===== src/rtl/tl_punch_pkg.sv =====
// tl_punch_pkg: shared TileLink-UL constants and width defaults for the
// punch arbiter. The A-channel opcodes, the D-channel opcodes and the fixed
// transfer size live here so every block agrees on the encoding.
package tl_punch_pkg;
    localparam int ADDR_W_DEF = 32;
    localparam int DATA_W_DEF = 64;
    localparam int SRC_W_DEF  = 2;

    // A-channel opcodes
    localparam logic [2:0] TL_A_PUT_FULL = 3'd0;
    localparam logic [2:0] TL_A_GET      = 3'd4;

    // D-channel opcodes
    localparam logic [2:0] TL_D_ACCESS_ACK      = 3'd0;
    localparam logic [2:0] TL_D_ACCESS_ACK_DATA = 3'd1;

    // Every access is one full 8-byte beat (log2 bytes).
    localparam logic [3:0] TL_A_SIZE = 4'd3;
endpackage


===== src/rtl/tl_punch_srctab.sv =====
// tl_punch_srctab: source-ID table for the punch arbiter.
// Tracks which of the 2**SRC_W source IDs are outstanding and which requester
// owns each one, and offers the lowest-numbered free ID for allocation.
// Ports:
//   clock, reset    clock / async active-high reset (all IDs free)
//   alloc_i         allocate alloc_id_o this cycle, owned by alloc_owner_i
//   d_fire_i/d_id_i D beat present and its source ID
//   avail_o         at least one ID free
//   alloc_id_o      lowest free ID (from the mask before this cycle's free)
//   hit_o           d_id_i is currently outstanding
//   hit_owner_o     requester owning d_id_i
//   any_busy_o      any ID outstanding
module tl_punch_srctab #(
    parameter int SRC_W = 2
) (
    input  logic             clock,
    input  logic             reset,
    input  logic             alloc_i,
    input  logic             alloc_owner_i,
    input  logic             d_fire_i,
    input  logic [SRC_W-1:0] d_id_i,
    output logic             avail_o,
    output logic [SRC_W-1:0] alloc_id_o,
    output logic             hit_o,
    output logic             hit_owner_o,
    output logic             any_busy_o
);
    localparam int NID = 1 << SRC_W;

    logic [NID-1:0] busy_q, busy_d;
    logic [NID-1:0] owner_q, owner_d;

    // Scan downward so the lowest free index is the last one written.
    always_comb begin
        avail_o    = 1'b0;
        alloc_id_o = '0;
        for (int i = NID - 1; i >= 0; i--) begin
            if (!busy_q[i]) begin
                avail_o    = 1'b1;
                alloc_id_o = SRC_W'(i);
            end
        end
    end

    assign hit_o       = busy_q[d_id_i];
    assign hit_owner_o = owner_q[d_id_i];
    assign any_busy_o  = |busy_q;

    // The freed ID is busy and the allocated one is free, so the two
    // updates never touch the same entry.
    always_comb begin
        busy_d  = busy_q;
        owner_d = owner_q;
        if (d_fire_i && hit_o) begin
            busy_d[d_id_i] = 1'b0;
        end
        if (alloc_i) begin
            busy_d[alloc_id_o]  = 1'b1;
            owner_d[alloc_id_o] = alloc_owner_i;
        end
    end

    always_ff @(posedge clock or posedge reset) begin
        if (reset) begin
            busy_q  <= '0;
            owner_q <= '0;
        end else begin
            busy_q  <= busy_d;
            owner_q <= owner_d;
        end
    end
endmodule


===== src/rtl/tl_punch_arbiter.sv =====
// tl_punch_arbiter: two-requester round-robin front end onto one TL-UL port.
// Requests are accepted into a single registered A stage, tagged with the
// lowest free source ID, and D responses are routed back to the requester
// that owns the returning ID. Stray D beats raise a sticky error flag.
// Ports:
//   clock, reset                  clock / async active-high reset
//   req_*                         per-requester request (index 0/1, packed)
//   rsp_valid/rsp_data/rsp_error  one-cycle response pulse to the owner
//   a_*                           TL-UL A channel (registered)
//   d_*                           TL-UL D channel (always ready out of reset)
//   busy                          ID outstanding or A beat pending
//   err_unexpected                sticky: D beat for a non-outstanding ID
module tl_punch_arbiter
    import tl_punch_pkg::*;
#(
    parameter int ADDR_W = ADDR_W_DEF,
    parameter int DATA_W = DATA_W_DEF,
    parameter int SRC_W  = SRC_W_DEF
) (
    input  logic                    clock,
    input  logic                    reset,
    input  logic [1:0]              req_valid,
    output logic [1:0]              req_ready,
    input  logic [1:0]              req_write,
    input  logic [2*ADDR_W-1:0]     req_addr,
    input  logic [2*DATA_W-1:0]     req_wdata,
    input  logic [2*DATA_W/8-1:0]   req_mask,
    output logic [1:0]              rsp_valid,
    output logic [DATA_W-1:0]       rsp_data,
    output logic                    rsp_error,
    output logic                    a_valid,
    output logic [2:0]              a_opcode,
    output logic [2:0]              a_param,
    output logic [3:0]              a_size,
    output logic [SRC_W-1:0]        a_source,
    output logic [ADDR_W-1:0]       a_address,
    output logic [DATA_W/8-1:0]     a_mask,
    output logic [DATA_W-1:0]       a_data,
    output logic                    a_corrupt,
    input  logic                    a_ready,
    input  logic                    d_valid,
    input  logic [2:0]              d_opcode,
    input  logic [1:0]              d_param,
    input  logic [3:0]              d_size,
    input  logic [SRC_W-1:0]        d_source,
    input  logic [2:0]              d_sink,
    input  logic                    d_denied,
    input  logic [DATA_W-1:0]       d_data,
    input  logic                    d_corrupt,
    output logic                    d_ready,
    output logic                    busy,
    output logic                    err_unexpected
);
    localparam int MASK_W = DATA_W / 8;

    logic                ptr_q;
    logic                a_valid_q;
    logic [2:0]          a_opcode_q;
    logic [3:0]          a_size_q;
    logic [SRC_W-1:0]    a_source_q;
    logic [ADDR_W-1:0]   a_address_q;
    logic [MASK_W-1:0]   a_mask_q;
    logic [DATA_W-1:0]   a_data_q;
    logic [1:0]          rsp_valid_q;
    logic [DATA_W-1:0]   rsp_data_q;
    logic                rsp_error_q;
    logic                err_unexpected_q;

    logic [1:0]          grant;
    logic                slot_free, id_avail, accept, win;
    logic                d_hit, d_owner, ids_busy;
    logic [SRC_W-1:0]    alloc_id;
    logic                sel_write;
    logic [ADDR_W-1:0]   sel_addr;
    logic [MASK_W-1:0]   sel_mask;
    logic [DATA_W-1:0]   sel_data;

    // D opcode/param/size/sink carry nothing the arbiter needs.
    logic unused_d;
    assign unused_d = ^{d_opcode, d_param, d_size, d_sink};

    // The pointer only matters on contention; a lone requester always wins.
    always_comb begin
        grant = req_valid;
        if (&req_valid) begin
            grant = ptr_q ? 2'b10 : 2'b01;
        end
    end

    assign slot_free = !a_valid_q || a_ready;
    assign req_ready = (reset || !slot_free || !id_avail) ? 2'b00 : grant;
    assign accept    = |(req_valid & req_ready);
    assign win       = req_ready[1];

    assign sel_write = req_write[win];
    assign sel_addr  = win ? req_addr[2*ADDR_W-1:ADDR_W]  : req_addr[ADDR_W-1:0];
    assign sel_mask  = win ? req_mask[2*MASK_W-1:MASK_W]  : req_mask[MASK_W-1:0];
    assign sel_data  = win ? req_wdata[2*DATA_W-1:DATA_W] : req_wdata[DATA_W-1:0];

    tl_punch_srctab #(.SRC_W(SRC_W)) u_srctab (
        .clock         (clock),
        .reset         (reset),
        .alloc_i       (accept),
        .alloc_owner_i (win),
        .d_fire_i      (d_valid),
        .d_id_i        (d_source),
        .avail_o       (id_avail),
        .alloc_id_o    (alloc_id),
        .hit_o         (d_hit),
        .hit_owner_o   (d_owner),
        .any_busy_o    (ids_busy)
    );

    // A stage: loads on acceptance, otherwise holds until the handshake.
    always_ff @(posedge clock or posedge reset) begin
        if (reset) begin
            ptr_q       <= 1'b0;
            a_valid_q   <= 1'b0;
            a_opcode_q  <= '0;
            a_size_q    <= '0;
            a_source_q  <= '0;
            a_address_q <= '0;
            a_mask_q    <= '0;
            a_data_q    <= '0;
        end else if (accept) begin
            ptr_q       <= ~win;
            a_valid_q   <= 1'b1;
            a_opcode_q  <= sel_write ? TL_A_PUT_FULL : TL_A_GET;
            a_size_q    <= TL_A_SIZE;
            a_source_q  <= alloc_id;
            a_address_q <= sel_addr;
            a_mask_q    <= sel_write ? sel_mask : {MASK_W{1'b1}};
            a_data_q    <= sel_write ? sel_data : '0;
        end else if (a_ready) begin
            a_valid_q   <= 1'b0;
        end
    end

    // Response pulse to the owner; data of stray beats is dropped.
    always_ff @(posedge clock or posedge reset) begin
        if (reset) begin
            rsp_valid_q      <= 2'b00;
            rsp_data_q       <= '0;
            rsp_error_q      <= 1'b0;
            err_unexpected_q <= 1'b0;
        end else begin
            rsp_valid_q <= (d_valid && d_hit) ? (d_owner ? 2'b10 : 2'b01) : 2'b00;
            if (d_valid && d_hit) begin
                rsp_data_q  <= d_data;
                rsp_error_q <= d_denied | d_corrupt;
            end
            if (d_valid && !d_hit) begin
                err_unexpected_q <= 1'b1;
            end
        end
    end

    assign a_valid        = a_valid_q;
    assign a_opcode       = a_opcode_q;
    assign a_param        = 3'd0;
    assign a_size         = a_size_q;
    assign a_source       = a_source_q;
    assign a_address      = a_address_q;
    assign a_mask         = a_mask_q;
    assign a_data         = a_data_q;
    assign a_corrupt      = 1'b0;
    assign d_ready        = !reset;
    assign rsp_valid      = rsp_valid_q;
    assign rsp_data       = rsp_data_q;
    assign rsp_error      = rsp_error_q;
    assign busy           = ids_busy | a_valid_q;
    assign err_unexpected = err_unexpected_q;
endmodule


===== config.mk =====
export PLATFORM = sky130hd
export DESIGN_NAME = tl_punch_arbiter
export DESIGN_NICKNAME = d
export VERILOG_FILES = /design/src/rtl/tl_punch_pkg.sv /design/src/rtl/tl_punch_srctab.sv /design/src/rtl/tl_punch_arbiter.sv
export SDC_FILE = /design/constraint.sdc
export NUM_CORES = 1
export LEC_CHECK = 0
export CELL_PAD_IN_SITES_DETAIL_PLACEMENT = 2
export CELL_PAD_IN_SITES_GLOBAL_PLACEMENT = 2
export CORE_AREA = 2 2 187 189
export DETAILED_ROUTE_END_ITERATION = 16
export DIE_AREA = 0 0 189 191
export PLACE_DENSITY = 0.95
export SLEW_MARGIN = 10
export SYNTH_ARGS = -nofsm -noshare
export SYNTH_HDL_FRONTEND = slang
export SYNTH_SLANG_ARGS = --single-unit

===== constraint.sdc =====
create_clock -name clock -period 13.9 [get_ports clock]
set_clock_uncertainty 0.1 [all_clocks]
set_input_delay 2.085 -clock clock [delete_from_list [all_inputs] [get_ports clock]]
set_output_delay 2.085 -clock clock [all_outputs]
set_load 0.02 [all_outputs]

==> impl_results.md, run 1 <==
- DR iter-0 viols: 222
- H-tree Lvls: 4
- I/O pin cnt: 486
- Fill cell count: 3,434
- Number of antenna violations at the first check in global routing: 3
- Number of warning messages in the yosys log: 0
- Met1 Wirelength: 12.9 mm
- Overall via count from detail_route: 7,121
- Number of flops mapped to enable cells by yosys: 0
- Nets: 1,405
- Fraction of layout instances using a drive strength above 1: 10.9%
- Synthesized area per cell: 12.3 sq um
- Worst IR Drop VDD: 91.7 uV
- Share of async-settable or async-resettable flops after synthesis: 100%
- Power density cells: 175 mW/mm^2
- Overall die height: 191 um
- Maximum number of pins on one net before global-route repair: 108
- Source of the worst register-to-register timing path: ptr_q
- Worst setup SP type: input port
- Data required time at the worst endpoint: 11.72 ns
- Total die area: 0.0361 sq mm
- Vias per Instance: 4.51
- Run status: complete, no violations
- Clock latency on the worst-skew pair: 0.44 ns
- Unique masters post-synth: 41
- Count of final max-slew check failures: 0
- Met3 routed WL: 2.77 mm
- Worst setup path startpoint: reset
- Total global routing overflow: 0
- Adder-cell share of the synthesized area: 0%
- Hold Path Class: reg -> reg
- CTS Buffer Depth: 2
- Post-CTS setup buffers: 0
- Transition time at the pin with the least slew margin: 1.05 ns
- Power share of the clock group: 22.6%
- Floorplan Core Area: 0.0341 sq mm
- Dominant combinational cell family by area after synthesis: multiplexers
- Number of cells produced by synthesis: 662
- Fin util: 40.5%
- Clock net sink count: 186
- Part of the cycle the worst path needs: 47.2%
- Post-synthesis mux area share: 24.3%
- Top area cells in the synthesized netlist: sky130_fd_sc_hd__dfrtp_1 57%, sky130_fd_sc_hd__mux2i_1 12%, sky130_fd_sc_hd__mux2_2 6.7%, sky130_fd_sc_hd__o21ai_0 6.2%, sky130_fd_sc_hd__mux2_4 5.0%
- Routed len/inst: 22.2 um
- Vias in the first global route: 8,154
- Number of buffers added on ports: 465
- Clock tree from TritonCTS: built
- Crit end category: output pin
- Dominant cell by count in the synthesized netlist: sky130_fd_sc_hd__dfrtp_1
- Post-synthesis xor/xnor area fraction: 0%
- Detail Route Antenna Nets: 0
- Die X: 189 um
- Number of iterations in the first detailed-routing pass: 4
- Number of placement rows: 68
- Highest metal layer with signal wires: met5
- Post-synthesis to final-layout area growth: 70.3%
- Post-cts hold buffer count: 0
- CP max FO: 107
- Slew HR: 30.1%
- Cell taking the most area after synthesis: sky130_fd_sc_hd__dfrtp_1
- Switching share of power: 35.3%
- Total count of hold-check failures in the final report: 0
- All-Layer GR Usage: 19.5%
- Initial standard-cell utilization of the core: 23.8%
- Ranking of synthesized cells by instance count: 186 x sky130_fd_sc_hd__dfrtp_1, 105 x sky130_fd_sc_hd__nand2_1, 100 x sky130_fd_sc_hd__o21ai_0, 96 x sky130_fd_sc_hd__mux2i_1, 48 x sky130_fd_sc_hd__mux2_2
- Routed length on met2: 18.3 mm
- Count of unresolved DRC violations after routing: 0
- Net switching power: 0.851 mW
- Clock buffers created by TritonCTS: 17
- Summed instance area of the synthesized netlist: 0.00811 sq mm
- CTS-repair resized insts: 0
- Sequential area share after synthesis: 57.4%
- F_max: 152 MHz
- Int Power: 1.56 mW
- Origin of the worst min-delay path: a_data[58]
- Reported leakage power: 6.07 nW
- Unrepaired setup endpoints after global routing: no
- Setup-violating endpoint count in the final report: 0
- Seq. cell area: 0.00465 sq mm
- Detailed Route WL: 35.1 mm
- Area taken by multi-input logic gates: 0.00320 sq mm
- Detail Placement HPWL: 27.0 mm
- Max cap viols: 0
- Number of synthesized register bits: 186
- Clock root buffer: sky130_fd_sc_hd__clkbuf_16
- Crit path time final: 6.57 ns
- Synthesized-area fraction occupied by and/or/nand/nor cells: 6.56%
- Final Wtd Congestion: 0.744
- Proportion of power drawn by flip-flops and latches: 34.7%
- Area share of the largest cell type after synthesis: 57.4%
- Critical path type: in -> out
- Commonest register cell after synthesis: sky130_fd_sc_hd__dfrtp_1
- Sum Neg Setup Slack: 0 ns
- Logic pwr share: 42.7%
- Synth Area in Compound Gates: 8.07%
- Worst path arrival time: 4.38 ns
- Wire length of the first global-routing pass: 52.2 mm
- CTS clock-pin slew for the worst setup and hold paths: 0.08 ns
[per-layer routing]
metal  global-route usage [%]  vias to the layer above
met3                     6.74                       56
li1                         -                     3184
met4                     7.06                        2
met2                     35.6                      340
met5                        0                        -
met1                     20.6                     3539
[power by group through the flow]
stage	clock network [mW]	registers, mW	logic (mW)
floorplan	0	1.02	0.302
global placement	0	0.817	0.997
detailed placement	0	0.843	1.04
CTS	0.562	0.838	1.05
global route	0.584	0.858	1.09
finish	0.545	0.836	1.03
[metrics by stage]
| stage | cells | area, sq um | setup slack, ns | power (mW) | hold slack, ns |
|---|---|---|---|---|---|
| floorplan | 669 | 8140 | 4.59 | 1.32 | 0.356 |
| global placement | 1545 | 13200 | 7.27 | 1.81 | 0.360 |
| detailed placement | 1545 | 13200 | 7.26 | 1.88 | 0.369 |
| CTS | 1577 | 13800 | 7.25 | 2.45 | 0.386 |
| global route | 1578 | 13800 | 7.15 | 2.53 | 0.419 |
| finish | 1578 | 13800 | 7.33 | 2.41 | 0.383 |
[logic make-up after synthesis]
group / count (synthesis)
DFF: 186
muxes: 174
and+or+nand+nor: 128
AOI/OAI and AO/OA: 119
buffers and inverters: 54
other: 1
[cells in the final DEF (no fill, tap or decap), types with 5 or more instances in the layout]
cell and instances:
sky130_fd_sc_hd__mux2i_1 96, sky130_fd_sc_hd__nand2_1 103, sky130_fd_sc_hd__o22a_1 8, sky130_fd_sc_hd__o21ai_0 100
sky130_fd_sc_hd__mux2_4 27, sky130_fd_sc_hd__clkdlybuf4s50_1 465, sky130_fd_sc_hd__conb_1 8, sky130_fd_sc_hd__clkbuf_16 17
sky130_fd_sc_hd__buf_4 5, sky130_fd_sc_hd__mux2_2 48, sky130_fd_sc_hd__inv_6 5, sky130_fd_sc_hd__dfrtp_1 186
[critical path: stages]
cell and delay (ns):
sky130_fd_sc_hd__clkdlybuf4s50_1 0.49, sky130_fd_sc_hd__inv_8 0.46, sky130_fd_sc_hd__buf_12 0.53, sky130_fd_sc_hd__clkdlybuf4s50_1 0.71
[area by class of cell]
class	instances	share of cell area (%)
repair buffers	471	34.1
flip-flops and latches	186	33.7
multi-input cells	429	23.2
well taps	455	4.12
clock buffers	18	3.18
clock inverters	14	1.51
inverters	4	0.163
diodes	1	0.0181
[flip-flops by register name, indices dropped and copies added (netlist names), 2 cells and up]
name              cells
a_data               64
rsp_data             64
a_address            32
a_mask                8
u_srctab.busy_q       4
u_srctab.owner_q      4
a_source              2
rsp_valid             2
[worst paths after layout]
| path | to | slack (ns) | depth (start not counted) |
|---|---|---|---|
| worst max-delay path | d_ready | 7.33 | 4 |
| worst min register to register | a_data[58] | 0.38 | 2 |
| worst min-delay path | a_data[58] | 0.38 | 2 |
| worst max register to register | a_mask[3] | 10.81 | 5 |
| min in group asynchronous | a_address[13] | 2.01 | 2 |
| max in group asynchronous | rsp_data[4] | 10.66 | 3 |
Note: power is estimated with default switching activity, not from simulation.
==> run 2: changes to the inputs <==
--- a/config.mk
+++ b/config.mk
@@ -7,10 +7,9 @@
 export LEC_CHECK = 0
 export CELL_PAD_IN_SITES_DETAIL_PLACEMENT = 2
 export CELL_PAD_IN_SITES_GLOBAL_PLACEMENT = 2
-export CORE_AREA = 2 2 187 189
+export CORE_UTILIZATION = 20
 export DETAILED_ROUTE_END_ITERATION = 16
-export DIE_AREA = 0 0 189 191
-export PLACE_DENSITY = 0.95
+export PLACE_DENSITY = 0.89
 export SLEW_MARGIN = 10
 export SYNTH_ARGS = -nofsm -noshare
 export SYNTH_HDL_FRONTEND = slang
==> constraint.sdc (replaced) <==
create_clock -name clock -period 5.3 [get_ports clock]
set_clock_uncertainty 0.1 [all_clocks]
set_input_delay 0.795 -clock clock [delete_from_list [all_inputs] [get_ports clock]]
set_output_delay 0.795 -clock clock [all_outputs]
set_load 0.02 [all_outputs]
==> impl_results.md, run 2 (synthesized netlist as in run 1, its figures left out) <==
- Data required time at the worst endpoint: 4.41 ns
- CTS Buffer Depth: 2
- Overall die height: 203 um
- Most frequent cells in the layout: 465 x sky130_fd_sc_hd__clkdlybuf4s50_1, 186 x sky130_fd_sc_hd__dfrtp_1, 103 x sky130_fd_sc_hd__nand2_1
- Detail Placement HPWL: 25.6 mm
- Clock net sink count: 186
- Number of placement rows: 73
- Overall via count from detail_route: 7,067
- Number of cells in the design after placement: 1,620
- Die X: 203 um
- Number of antenna violations at the first check in global routing: 0
- Vias per Instance: 4.28
- Reported leakage power: 6.05 nW
- Detailed Route WL: 33.0 mm
- Count of unresolved DRC violations after routing: 0
- Seq. cell area: 0.00465 sq mm
- Number of iterations in the first detailed-routing pass: 4
- Setup-violating endpoint count in the final report: 0
- Hold Path Class: reg -> reg
- Routed len/inst: 20.0 um
- Final Wtd Congestion: 0.750
- Maximum number of pins on one net before global-route repair: 74
- Worst setup SP type: input port
- Number of buffers added on ports: 465
- Fill cell count: 4,257
- Clock latency on the worst-skew pair: 0.47 ns
- Total global routing overflow: 0
- Post-route standard cell area excluding fillers: 0.0139 sq mm
- Most common cell after layout, fill and taps aside: sky130_fd_sc_hd__clkdlybuf4s50_1
- Post-cts hold buffer count: 0
- Critical Path Slowest Stage Cell: sky130_fd_sc_hd__clkdlybuf4s50_1
- Part of the cycle the worst path needs: 68.8%
- Clock buffers created by TritonCTS: 17
- Vias in the first global route: 8,105
- Worst IR Drop VDD: 161 uV
- Clock root buffer: sky130_fd_sc_hd__clkbuf_16
- Crit end category: output pin
- Wire length of the first global-routing pass: 49.6 mm
- Fraction of layout instances using a drive strength above 1: 11.1%
- H-tree Lvls: 4
- Floorplan Core Area: 0.0398 sq mm
- Sum Neg Setup Slack: 0 ns
- Run status: complete, no violations
- Max cap viols: 0
- Total count of hold-check failures in the final report: 0
- I/O pin cnt: 486
- CTS clock-pin slew for the worst setup and hold paths: 0.07 ns
- Fin util: 34.8%
- Largest stage delay on the critical path: 0.66 ns
- Total die area: 0.0414 sq mm
- Worst path arrival time: 2.75 ns
- Depth of the worst hold-timing path: 2
- All-Layer GR Usage: 16.2%
- Power density cells: 446 mW/mm^2
- Critical path type: in -> out
- Inserted Diodes: 0
- Length in cells of the worst reg-to-reg path: 5
- CP max FO: 5
- F_max: 274 MHz
- Nets: 1,410
- Detail Route Antenna Nets: 0
- Area taken by multi-input logic gates: 0.00320 sq mm
- Post-CTS setup buffers: 0
- Number of cells in the finished layout apart from fillers: 1,650
- Slew HR: 26.7%
- Initial standard-cell utilization of the core: 20.4%
- Clock tree from TritonCTS: built
- Post-placement cell area: 0.0133 sq mm
- CTS-repair resized insts: 0
- Count of final max-slew check failures: 0
- DR iter-0 viols: 198
- Transition time at the pin with the least slew margin: 1.10 ns
- Cells along the critical path: clkdlybuf4s50_1 -> nand2b_1 -> and3_1 -> and3_1 -> clkdlybuf4s50_1
- Crit path time final: 3.65 ns
- Post-synthesis to final-layout area growth: 71.1%
- Unrepaired setup endpoints after global routing: no
run 2: cell types whose count changed in the layout (fill, tap and decap cells not counted):
| cell | change |
|---|---|
| sky130_fd_sc_hd__bufinv_16 | -1 |
| sky130_fd_sc_hd__diode_2 | -1 |
| sky130_fd_sc_hd__clkinvlp_4 | +4 |
| sky130_fd_sc_hd__inv_8 | -3 |
| sky130_fd_sc_hd__inv_6 | -4 |
| sky130_fd_sc_hd__clkbuf_8 | +1 |
| sky130_fd_sc_hd__clkinv_4 | -1 |
| sky130_fd_sc_hd__buf_4 | +5 |
| sky130_fd_sc_hd__clkinv_2 | +2 |
run 2: worst max-delay path, delay by kind of cell:
kind                   cells  cell delay, ns
AND/OR/NAND/NOR            3            0.84
buffers and inverters      2            1.11
run 2: final timing paths:
kind	startpoint	to	slack [ns]
hold reg to reg	a_data[2]	a_data[2]	0.38
hold / removal	a_data[2]	a_data[2]	0.38
setup / recovery	a_ready	req_ready[1]	1.65
setup reg to reg	ptr_q	a_address[10]	2.65
min in group asynchronous	reset	u_srctab.owner_q[3]	0.96
max in group asynchronous	reset	a_data[33]	2.65
run 2: area by class of cell:
cell class	count	share of cell area [%]
Inverter	4	0.135
Timing Repair Buffer	476	34.2
Clock buffer	19	3.26
Tap cell	525	4.73
Clock inverter	11	1.05
Multi-Input combinational cell	429	23.1
Sequential cell	186	33.5
run 2: routing by layer:
metal / global-route usage, % / vias up / wire (um) / part of all wire, %
met4: 6.79 / 0 / 925 / 2.8
met3: 6.50 / 36 / 2790 / 8.5
met1: 16.5 / 3513 / 12100 / 37
met5: 0 / - / 0 / 0
met2: 29.2 / 336 / 17200 / 52
li1: - / 3182 / - / -
run 2: report_power, final:
group / internal (mW) / switching, mW
clock: 0.759 / 0.583
combinational: 1.40 / 1.27
sequential: 1.88 / 0.297
total: 4.04 / 2.15
run 2: through the flow:
| step | power, mW | hold slack (ns) | setup slack (ns) |
|---|---|---|---|
| global placement | 4.75 | 0.360 | 1.58 |
| global route | 6.52 | 0.413 | 1.51 |
| floorplan | 3.46 | 0.356 | -0.125 |
| detailed placement | 4.90 | 0.371 | 1.48 |
| finish | 6.18 | 0.380 | 1.65 |
| CTS | 6.30 | 0.385 | 1.63 |
==> run 3: changes to the inputs <==
==> constraint.sdc (replaced) <==
create_clock -name clock -period 3.35 [get_ports clock]
set_clock_uncertainty 0.1 [all_clocks]
set_input_delay 0.5025 -clock clock [delete_from_list [all_inputs] [get_ports clock]]
set_output_delay 0.5025 -clock clock [all_outputs]
set_load 0.02 [all_outputs]
==> impl_results.md, run 3 (synthesized netlist as in run 1, its figures left out) <==
- Run status: complete, no violations
- Number of iterations in the first detailed-routing pass: 4
- CTS clock-pin slew for the worst setup and hold paths: 0.07 ns
- Most common cell after layout, fill and taps aside: sky130_fd_sc_hd__clkdlybuf4s50_1
- Die X: 203 um
- Length in cells of the worst reg-to-reg path: 4
- F_max: 343 MHz
- Capturing instance or port of the critical path: req_ready[1]
- Data required time at the worst endpoint: 2.75 ns
- Logic pwr share: 44.4%
- Net switching power: 3.46 mW
- DR iter-0 viols: 201
- Int Power: 6.31 mW
- Worst path arrival time: 2.32 ns
- Crit-path leading delay family: buffers and inverters
- Maximum number of pins on one net before global-route repair: 76
- Setup-violating endpoint count in the final report: 0
- Worst path depth: 5
- Post-cts hold buffer count: 0
- Nets: 1,423
- Worst r2r dst: rsp_data[60]
- Power density cells: 695 mW/mm^2
- Clock latency on the worst-skew pair: 0.45 ns
- Clock buffers created by TritonCTS: 17
- Detailed Route WL: 34.4 mm
- CP max FO: 5
- Crit path time final: 2.92 ns
- Cells along the critical path: clkdlybuf4s50_1 -> nand2b_1 -> and3_1 -> and3_4 -> clkdlybuf4s50_1
- Largest stage delay on the critical path: 0.61 ns
- Critical path type: in -> out
- All-Layer GR Usage: 16.8%
- CTS Buffer Depth: 2
- Source of the worst register-to-register timing path: u_srctab.busy_q[2]
- Number of placement rows: 73
- Slew HR: 34.0%
- Reg-to-reg setup timing slack: 1.16 ns
- Transition time at the pin with the least slew margin: 0.990 ns
- Total die area: 0.0414 sq mm
- Count of final max-slew check failures: 0
- CTS-repair resized insts: 0
- Clock net sink count: 186
- Number of buffers added on ports: 465
- Max cap viols: 0
- Worst path buffer plus inverter count: 2
- Clock tree from TritonCTS: built
- Floorplan Core Area: 0.0398 sq mm
- Number of cells in the finished layout apart from fillers: 1,665
- Post-layout power: 9.77 mW
- Post-synthesis to final-layout area growth: 73.3%
- Vias per Instance: 4.31
- Most prevalent standard cell on the critical path: sky130_fd_sc_hd__clkdlybuf4s50_1
- Fill cell count: 4,219
- Post-placement cell area: 0.0135 sq mm
- Area taken by multi-input logic gates: 0.00323 sq mm
- Post-CTS setup buffers: 0
- Critical Path Slowest Stage Cell: sky130_fd_sc_hd__clkdlybuf4s50_1
- Detail Placement HPWL: 27.1 mm
- Number of cells in the design after placement: 1,633
- Power share of the clock group: 20.3%
- I/O pin cnt: 486
- Worst setup path startpoint: a_ready
- Proportion of power drawn by flip-flops and latches: 35.4%
- Overall via count from detail_route: 7,180
- Number of antenna violations at the first check in global routing: 1
- Unrepaired setup endpoints after global routing: no
- Switching share of power: 35.4%
- H-tree Lvls: 4
- Detail Route Antenna Nets: 0
- Part of the cycle the worst path needs: 87.1%
- Wire length of the first global-routing pass: 51.1 mm
- Hold Path Class: reg -> reg
- Post-route standard cell area excluding fillers: 0.0141 sq mm
- Final Wtd Congestion: 0.809
- Crit end category: output pin
- Overall die height: 203 um
- Initial standard-cell utilization of the core: 20.4%
- Reported leakage power: 6.13 nW
- Most frequent cells in the layout: 465 x sky130_fd_sc_hd__clkdlybuf4s50_1, 186 x sky130_fd_sc_hd__dfrtp_1, 103 x sky130_fd_sc_hd__nand2_1
- Total global routing overflow: 0
- Count of unresolved DRC violations after routing: 0
- Total count of hold-check failures in the final report: 0
- Seq. cell area: 0.00465 sq mm
- Worst setup SP type: input port
- Clock root buffer: sky130_fd_sc_hd__clkbuf_16
- Fraction of layout instances using a drive strength above 1: 12.3%
- Routed len/inst: 20.6 um
- Worst IR Drop VDD: 311 uV
- Vias in the first global route: 8,282
- Worst Hold Margin: 0.386 ns
[run 3: cell types whose count changed in the layout (fill, tap and decap cells not counted), moves of 2 or more]
cell                        change
sky130_fd_sc_hd__mux2_2         -3
sky130_fd_sc_hd__buf_12         +7
sky130_fd_sc_hd__o21ai_1       +28
sky130_fd_sc_hd__clkinv_2       -2
sky130_fd_sc_hd__clkbuf_1       +3
sky130_fd_sc_hd__mux2_4         +4
sky130_fd_sc_hd__o21ai_0       -28
sky130_fd_sc_hd__bufinv_16      -2
sky130_fd_sc_hd__buf_4          +6
[run 3: worst register-to-register path, cell delays in order, from the launching register on]
cell                      delay [ns]
sky130_fd_sc_hd__dfrtp_1        0.47
sky130_fd_sc_hd__mux4_2         0.56
sky130_fd_sc_hd__nand2_4        0.25
sky130_fd_sc_hd__buf_12         0.28
sky130_fd_sc_hd__mux2_2         0.42
[run 3: worst min path at each step]
stage / start / to / slack (ns) / cells after the start
CTS: a_address[27] / a_address[27] / 0.39 / 2
global placement: a_data[26] / a_data[26] / 0.36 / 2
floorplan: ptr_q / ptr_q / 0.37 / 1
global route: a_data[1] / a_data[1] / 0.41 / 2
detailed placement: a_data[54] / a_data[54] / 0.38 / 2
finish: a_address[27] / a_address[27] / 0.39 / 2
[run 3: power groups by stage]
stage	registers, mW	clock network (mW)	logic (mW)
after global placement	3.40	0	4.25
after global routing	3.55	2.13	4.59
after CTS	3.47	2.06	4.41
after floorplan	4.22	0	1.30
after detailed placement	3.50	0	4.39
final	3.45	1.98	4.33
[run 3: stage by stage]
stage / util, % / TNS, ns / setup slack [ns]
floorplan: - / -157.71 / -1.48
global placement: 33.9 / 0 / 0.468
detailed placement: 33.9 / 0 / 0.442
CTS: 35.3 / 0 / 0.429
global route: 35.3 / 0 / 0.362
finish: 35.3 / 0 / 0.431
[run 3: cell type report]
| cell class | instances | share of cell area [%] |
|---|---|---|
| Timing Repair Buffer | 489 | 35.1 |
| Clock inverter | 9 | 0.650 |
| Inverter | 4 | 0.134 |
| Sequential cell | 186 | 33.1 |
| Clock buffer | 22 | 3.30 |
| Tap cell | 525 | 4.67 |
| Antenna cell | 1 | 0.0178 |
| Multi-Input combinational cell | 429 | 23.0 |
[run 3: layer usage]
metal	global-route usage [%]	vias up	share of wire, %
li1	-	3226	-
met1	17.4	3568	37
met2	30.0	340	52
met3	6.50	44	9.0
met4	6.98	2	2.8
met5	0	-	0.029
